===== config.mk =====
export PLATFORM = sky130hd
export DESIGN_NAME = dpram_fifo_ctrl
export DESIGN_NICKNAME = d
export VERILOG_FILES = /design/src/rtl/dpram_fifo_ctrl_pkg.sv /design/src/rtl/dpram_fifo_ctrl_out_buf.sv /design/src/rtl/dpram_fifo_ctrl.sv
export SDC_FILE = /design/constraint.sdc
export NUM_CORES = 1
export LEC_CHECK = 0
export CAP_MARGIN = 10
export CORE_ASPECT_RATIO = 1.75
export CORE_MARGIN = 1.5
export CORE_UTILIZATION = 52
export CTS_CLUSTER_DIAMETER = 80
export DETAILED_ROUTE_END_ITERATION = 7
export PLACE_DENSITY = 0.94
export SLEW_MARGIN = 20
export SYNTH_ARGS = -nofsm -noshare
export SYNTH_HDL_FRONTEND = slang
export SYNTH_SLANG_ARGS = --single-unit
export TNS_END_PERCENT = 100

===== constraint.sdc =====
create_clock -name clk -period 9.4 [get_ports clk]
set_input_delay 1.88 -clock clk [delete_from_list [all_inputs] [get_ports clk]]
set_output_delay 1.88 -clock clk [all_outputs]
set_load 0.005 [all_outputs]

===== src/rtl/dpram_fifo_ctrl_pkg.sv =====
// Shared constants for the dpram FIFO controller and the mem32x1024 SRAM wrapper.
// Holds the word/address geometry and the output-buffer occupancy helper.
package dpram_fifo_ctrl_pkg;

    localparam int MEM_DATA_W = 32;
    localparam int MEM_ADDR_W = 10;
    localparam int MEM_DEPTH  = 1024;

    // Occupancy the output buffer will have once pending reads land and the current pop retires.
    function automatic logic [2:0] buf_occupancy(
        input logic [1:0] buf_cnt,
        input logic       inflight,
        input logic       pop
    );
        return {1'b0, buf_cnt} + {2'b00, inflight} - {2'b00, pop};
    endfunction

endpackage


===== src/rtl/dpram_fifo_ctrl_out_buf.sv =====
// Two-entry register FIFO that absorbs SRAM read data and presents it to the read stream.
module fifo_out_buf
    import dpram_fifo_ctrl_pkg::*;
#(
    parameter int DATA_W = MEM_DATA_W
) (
    input  logic              clk,
    input  logic              rst_n,
    input  logic              clear,
    input  logic              push,
    input  logic [DATA_W-1:0] din,
    input  logic              pop,
    output logic [DATA_W-1:0] dout,
    output logic [1:0]        count
);

    logic [DATA_W-1:0] mem_r [2];
    logic              head_r;
    logic              tail_r;
    logic [1:0]        cnt_r;

    // Entry storage, head/tail pointers and occupancy count.
    always_ff @(posedge clk) begin
        if (!rst_n || clear) begin
            mem_r[0] <= {DATA_W{1'b0}};
            mem_r[1] <= {DATA_W{1'b0}};
            head_r   <= 1'b0;
            tail_r   <= 1'b0;
            cnt_r    <= 2'b00;
        end else begin
            if (push) begin
                mem_r[tail_r] <= din;
                tail_r        <= ~tail_r;
            end
            if (pop) begin
                head_r <= ~head_r;
            end
            cnt_r <= cnt_r + {1'b0, push} - {1'b0, pop};
        end
    end

    assign dout  = mem_r[head_r];
    assign count = cnt_r;

endmodule


===== src/rtl/dpram_fifo_ctrl.sv =====
// Streaming FIFO controller in front of the dpram SRAM wrapper: valid/ready write stream to
// SRAM writes, SRAM reads back to a valid/ready read stream, read latency hidden by a 2-entry buffer.
module dpram_fifo_ctrl
    import dpram_fifo_ctrl_pkg::*;
#(
    parameter int DATA_W = MEM_DATA_W,
    parameter int ADDR_W = MEM_ADDR_W
) (
    input  logic              clk,
    input  logic              rst_n,
    input  logic              clear,
    input  logic              s_valid,
    output logic              s_ready,
    input  logic [DATA_W-1:0] s_data,
    output logic              m_valid,
    input  logic              m_ready,
    output logic [DATA_W-1:0] m_data,
    output logic [ADDR_W+1:0] level,
    output logic              mem_wen,
    output logic [ADDR_W-1:0] mem_waddr,
    output logic [DATA_W-1:0] mem_din,
    output logic              mem_ren,
    output logic [ADDR_W-1:0] mem_raddr,
    input  logic [DATA_W-1:0] mem_dout
);

    localparam int              LVL_W    = ADDR_W + 2;
    localparam logic [ADDR_W:0] FULL_CNT = {1'b1, {ADDR_W{1'b0}}};

    logic [ADDR_W-1:0] wptr_r;
    logic [ADDR_W-1:0] rptr_r;
    logic [ADDR_W:0]   sram_cnt_r;
    logic              inflight_r;
    logic [LVL_W-1:0]  level_r;
    logic [1:0]        buf_cnt_s;
    logic              push_s;
    logic              pop_s;
    logic              ren_s;

    assign s_ready = (sram_cnt_r != FULL_CNT);
    assign push_s  = s_valid & s_ready;
    assign m_valid = (buf_cnt_s != 2'b00);
    assign pop_s   = m_valid & m_ready;

    // A read is only issued when the buffer is guaranteed a free slot on arrival;
    // sram_cnt counts words committed on earlier edges, so a read never hits the word being written.
    assign ren_s = (sram_cnt_r != {(ADDR_W+1){1'b0}})
                 & (buf_occupancy(buf_cnt_s, inflight_r, pop_s) < 3'd2);

    assign mem_wen   = push_s;
    assign mem_waddr = wptr_r;
    assign mem_din   = s_data;
    assign mem_ren   = ren_s;
    assign mem_raddr = rptr_r;
    assign level     = level_r;

    // Pointers, SRAM occupancy, read-in-flight flag and end-to-end level.
    always_ff @(posedge clk) begin
        if (!rst_n || clear) begin
            wptr_r     <= {ADDR_W{1'b0}};
            rptr_r     <= {ADDR_W{1'b0}};
            sram_cnt_r <= {(ADDR_W+1){1'b0}};
            inflight_r <= 1'b0;
            level_r    <= {LVL_W{1'b0}};
        end else begin
            wptr_r     <= wptr_r + {{(ADDR_W-1){1'b0}}, push_s};
            rptr_r     <= rptr_r + {{(ADDR_W-1){1'b0}}, ren_s};
            sram_cnt_r <= sram_cnt_r + {{ADDR_W{1'b0}}, push_s} - {{ADDR_W{1'b0}}, ren_s};
            inflight_r <= ren_s;
            level_r    <= level_r + {{(LVL_W-1){1'b0}}, push_s} - {{(LVL_W-1){1'b0}}, pop_s};
        end
    end

    fifo_out_buf #(.DATA_W(DATA_W)) u_out_buf (
        .clk   (clk),
        .rst_n (rst_n),
        .clear (clear),
        .push  (inflight_r),
        .din   (mem_dout),
        .pop   (pop_s),
        .dout  (m_data),
        .count (buf_cnt_s)
    );

endmodule


# Word-level counts from Yosys, hierarchy flattened
# Memory sizes are Yosys's and may differ from the RTL's. A register that Yosys moved wholly into a read port is not among the register bits.
# Cells that the tools add are included.
# totals
mem_count	1
rom_bits	0
out_inout_bits	100
latchBits	0
ram_bits	64
reg_bits	48
# memory_table
name	depth	word_bits	rd	rd_clocked_by_memory_dff	write_ports	line	text
u_out_buf.mem_r	2	32	1	1	2	dpram_fifo_ctrl_out_buf.sv:17	logic [DATA_W-1:0] mem_r [2];
# op_classes
shift	0
bitwise	5
order_cmp	1
n_mux	10
n_eq_ne	1
add_sub_neg	10
div_mod_pow	0
n_mul	0
n_reduce_logical	5
# op_table
operator	count
$mux 32	1
$reduce_or 32->1	1
$add 10x1->10	2
$add 12x1->12	1
$sub 12x1->12	1
$add 11x1->11	1
$ne 11x11->1 const B	1
$reduce_bool 11->1	1
$sub 11x1->11	1
$mux 1	9
$add 2x1->3	1
$and 1x1->1	3
$lt 3x2->1 const B	1
$sub 3x1->3	1
$add 2x1->2	1
$not 1->1	2
$reduce_bool 2->1	1
$sub 2x1->2	1
$logic_not 1->1	1
$logic_or 1x1->1	1

# Depth between registers and ports, before layout
# depth
depth_word	6
ltp_mapped	18
depth_no_buf	18

# Cells and area by module
# Synthesis repeated with hierarchy kept, for this count alone.
# unflattened
hier_cells	534
area_unflattened_um2	6060.8
# modules_own_cells
module	area_each_um2	seq_area_each_um2	cells_per_inst	n_inst
fifo_out_buf	3203.1	2021.9	201	1
dpram_fifo_ctrl	2857.7	880.8	333	1

# Least setup slack after synthesis
# No wires, ideal clock.
# synth_timing
path_kind	in2reg
start	in m_ready
end	reg sram_cnt_r[10]
required_time_ns	9.331
setup_time_ns	0.069
arrival_ns	5.184
stages	15
path_slack_ns	4.147
path_cell_list	and2_1 -> ha_1 -> inv_1 -> ha_1 -> fa_1 -> nor3_1 -> ha_1 -> inv_1 -> ha_1 -> fa_1 -> a211o_1 -> a31oi_4 -> o21ai_2 -> a2111o_1 -> o21ai_1
# synth_between
elab_chain_len	5
# synth_lines
item	line	text
start: declaration	dpram_fifo_ctrl.sv:16	input logic m_ready,
$and 1x1->1	dpram_fifo_ctrl.sv:43	assign pop_s = m_valid & m_ready;
$sub 3x1->3	dpram_fifo_ctrl_pkg.sv:15	return {1'b0, buf_cnt} + {2'b00, inflight} - {2'b00, pop};
$lt 3x2->1	dpram_fifo_ctrl.sv:48	& (buf_occupancy(buf_cnt_s, inflight_r, pop_s) < 3'd2);
$and 1x1->1	dpram_fifo_ctrl.sv:48	
named net mem_ren	dpram_fifo_ctrl.sv:22	output logic mem_ren,
$sub 11x1->11	dpram_fifo_ctrl.sv:68	sram_cnt_r <= sram_cnt_r + {{ADDR_W{1'b0}}, push_s} - {{ADDR_W{1'b0}}, ren_s};
end signal: assignment	dpram_fifo_ctrl.sv:62	sram_cnt_r <= {(ADDR_W+1){1'b0}};
end signal: assignment	dpram_fifo_ctrl.sv:68	
end: declaration	dpram_fifo_ctrl.sv:32	logic [ADDR_W:0] sram_cnt_r;
# The timed path passes the listed nets, and every way through them passes these cells.
# A chain may end at the register's enable or synchronous reset.

# Final worst setup path
# layout_timing
start	in m_ready
end	out mem_ren
# layout_between
elab_chain_len	4
# layout_lines
item	line	text
$and 1x1->1	dpram_fifo_ctrl.sv:43	
named net pop_s	dpram_fifo_ctrl.sv:37	logic pop_s;
$sub 3x1->3	dpram_fifo_ctrl_pkg.sv:15	
$lt 3x2->1	dpram_fifo_ctrl.sv:48	
$and 1x1->1	dpram_fifo_ctrl.sv:48	
end: declaration	dpram_fifo_ctrl.sv:22	
# The timed path passes the listed nets, and every way through them passes these cells.

==> summary.txt <==
Synth
  – Post-synthesis adder-cell area fraction: 8.17%
  – Top FF cell, synth: edfxtp_1
  – Post-synth EDFFs: 64
  – Seq cells post-synth: 113
  – Synthesized-area fraction occupied by and/or/nand/nor cells: 16.5%
  – Syn Inst Count: 527
  – Yosys cell types: 46
  – Post-synthesis mux area share: 6.23%
  – Synth Cell Area: 5790 um^2
  – Async S/R FF share, synth: 0%
  – Post-synthesis sequential area ratio: 50.2%
  – Yosys warnings: 0
  – Syn_area_per_cell: 11.0 um^2
  – Synth Area in XOR/XNOR: 4.54%
  – Largest family of logic cells by synthesized area: simple AND/OR/NAND/NOR gates
  – Compound-Gate Fraction of Synth Area: 6.90%
  – Syn nets: 632

Cells and area
  – Synth-to-layout area growth: 26.8%
  – Share of layout cells above drive strength 1: 11.1%
  – Nets: 711
  – Finished Core Util: 68.2%
  – # diodes: 0

Clock tree
  – Clk_lat worst skew: 0.40 ns
  – Post-CTS setup buffers: 0
  – CTS Buf Count: 17
  – Number of H-tree levels: 4
  – Root Driver: clkbuf_16
  – Clock sink count: 113
  – Clk slew on worst S/H paths: 0.05 ns
  – CTS tree: built
  – CTS resizes: 0
  – Clock tree buffer depth: 2
  – Hold_buf cts: 0

Route
  – Drt first pass iters: 4
  – Starting DRT DRC Count: 148
  – Final wirelength: 12300 um
  – Vias per inst: 5.42
  – Via count: 4056
  – Avg WL per Cell: 16.5 um
  – Drt drc: 0
  – Post-route ant nets: 0

Timing
  – Peak Freq: 160 MHz
  – Crit share post-route: 66.7%
  – Max transition margin: 29.4%
  – Final-report max-slew violation count: 0
  – Layout Skew: 0.00811 ns
  – Hold WS: 0.531 ns
  – Final setup fails: 0
  – Fin crit period: 6.27 ns
  – Setup TNS Final: 0 ns
  – Worst setup margin: 3.13 ns
  – Hold Vio Cnt, Final: 0
  – RSZ-0062 raised after global routing: no
  – Worst-Margin Slew: 1.06 ns

Worst setup path
  – CP Max Fanout: 3
  – Crit end category: output pin
  – R2R cell count: 17
  – Critical path class: in2out
  – Startpoint types: input pin
  – Worst Path Required: 7.52 ns
  – Critical path arrival: 4.39 ns

Floorplanning
  – Height of the die: 143 um
  – Rows: 50
  – Initial core utilization: 53.8%
  – Die area: 11800 um^2
  – Horiz. Die Dim: 82.7 um
  – Core box area: 10800 um^2
  – IO Pins: 169

Min path
  – Hold Path Cell Cnt: 2
  – HP Class: reg2reg

Global routing
  – Grt ovf: 0
  – Largest net degree at the start of global routing: 34
  – Vias in the first global route: 4207
  – Global-route wire length before repair: 20000 um
  – Total GRT Usage: 22.1%
  – Initial antenna violation count: 0

Placed design
  – Detail Placement HPWL: 8590 um
  – RePlAce Congestion: 0.902
  – I/O Buffers: 104
  – Post-place setup slack: 3.12 ns

Power and ir drop
  – PwrDens: 269 nW/um^2
  – Peak supply drop: 0.193 mV
  – LEAKAGE: 0.00290 uW

Run status
  – Outcome: complete, no violations

Run
  – MaxCap Viol Count: 0
## worst paths after layout
kind	startpoint	end	slack [ns]
min reg2reg	u_out_buf.head_r	flip-flop	0.53
min	u_out_buf.head_r	flip-flop	0.53
max	m_ready	mem_ren	3.13
max reg2reg	u_out_buf.count[1]	sram_cnt_r[10]	5.31
## power breakdown
part | switching (uW) | total, uW | internal, uW
Combinational | 370 | 739 | 368
Sequential | 31.7 | 619 | 588
Clock | 225 | 613 | 389
## stage by stage
step	cells	power [uW]	cell area, um^2
detailed placement	716	1360	6740
CTS	748	1970	7310
floorplan	527	1150	5790
finish	749	1970	7330
global route	749	2090	7330
global placement	716	1320	6740
## sequential cells by signal, summed over array words and instances (netlist names), named ones only
| name | flops |
|---|---|
| u_out_buf.mem_r | 64 |
| level | 12 |
| sram_cnt_r | 11 |
| mem_raddr | 10 |
| mem_waddr | 10 |
| u_out_buf.count | 2 |
| inflight_r | 1 |
| u_out_buf.head_r | 1 |
| u_out_buf.tail_r | 1 |
## kinds of logic after synthesis
kind of cell               after synthesis
and+or+nand+nor                        173
DFF                                    113
buffers and inverters                   84
AOI/OAI and AO/OA                       59
adders and majority gates               36
muxes                                   32
xor gates and xnor gates                30
## metal layers
metal  track usage (%)  up-vias  routed length [um]
met5                 0        -                   0
met4              7.02        0                 181
li1                  -     1942                   -
met2              41.5      127                6910
met3              5.58       24                 562
met1              23.1     1963                4690
## placed cells by master, fill, tap and decap left out, types with 11 or more instances in the layout
cell type,netlist,routed
nand3_1,16,16
o21ai_0,12,11
dfxtp_1,49,49
xnor2_1,17,17
clkbuf_16,0,17
ha_1,33,33
mux2_2,27,27
nor2_1,39,39
edfxtp_1,64,64
a21oi_1,14,14
and2_1,75,75
clkdlybuf4s50_1,0,104
xor2_1,13,13
inv_1,34,34
## synthesized netlist by cell type, drive strengths merged, types with 7 or more instances
master   n  area [um^2]
mux2    32          360
o21ai   17         88.8
dfxtp   49          981
xnor2   17          149
nor3     7         35.0
inv     34          128
a21oi   14         70.1
clkbuf  15         56.3
edfxtp  64         1920
nand3   16         80.1
nor2    39          146
buf     35          251
and2    75          469
ha      33          413
xor2    13          114
## worst max-delay path, stage by stage
cell and delay [ns]:
clkdlybuf4s50_1 0.39, and2_1 0.18, ha_1 0.28, inv_1 0.04, ha_1 0.18, fa_1 0.47, nor3_1 0.38, clkdlybuf4s50_1 0.59
## layout make-up
class	instances	area (um^2)
timing repair buffer	110	1110
fill	770	3430
multi-input combinational	330	2460
inverter	34	128
clock buffer	18	429
tap	130	163
sequential	113	2900
clock inverter	14	141
(Power assumes the default switching activity.)
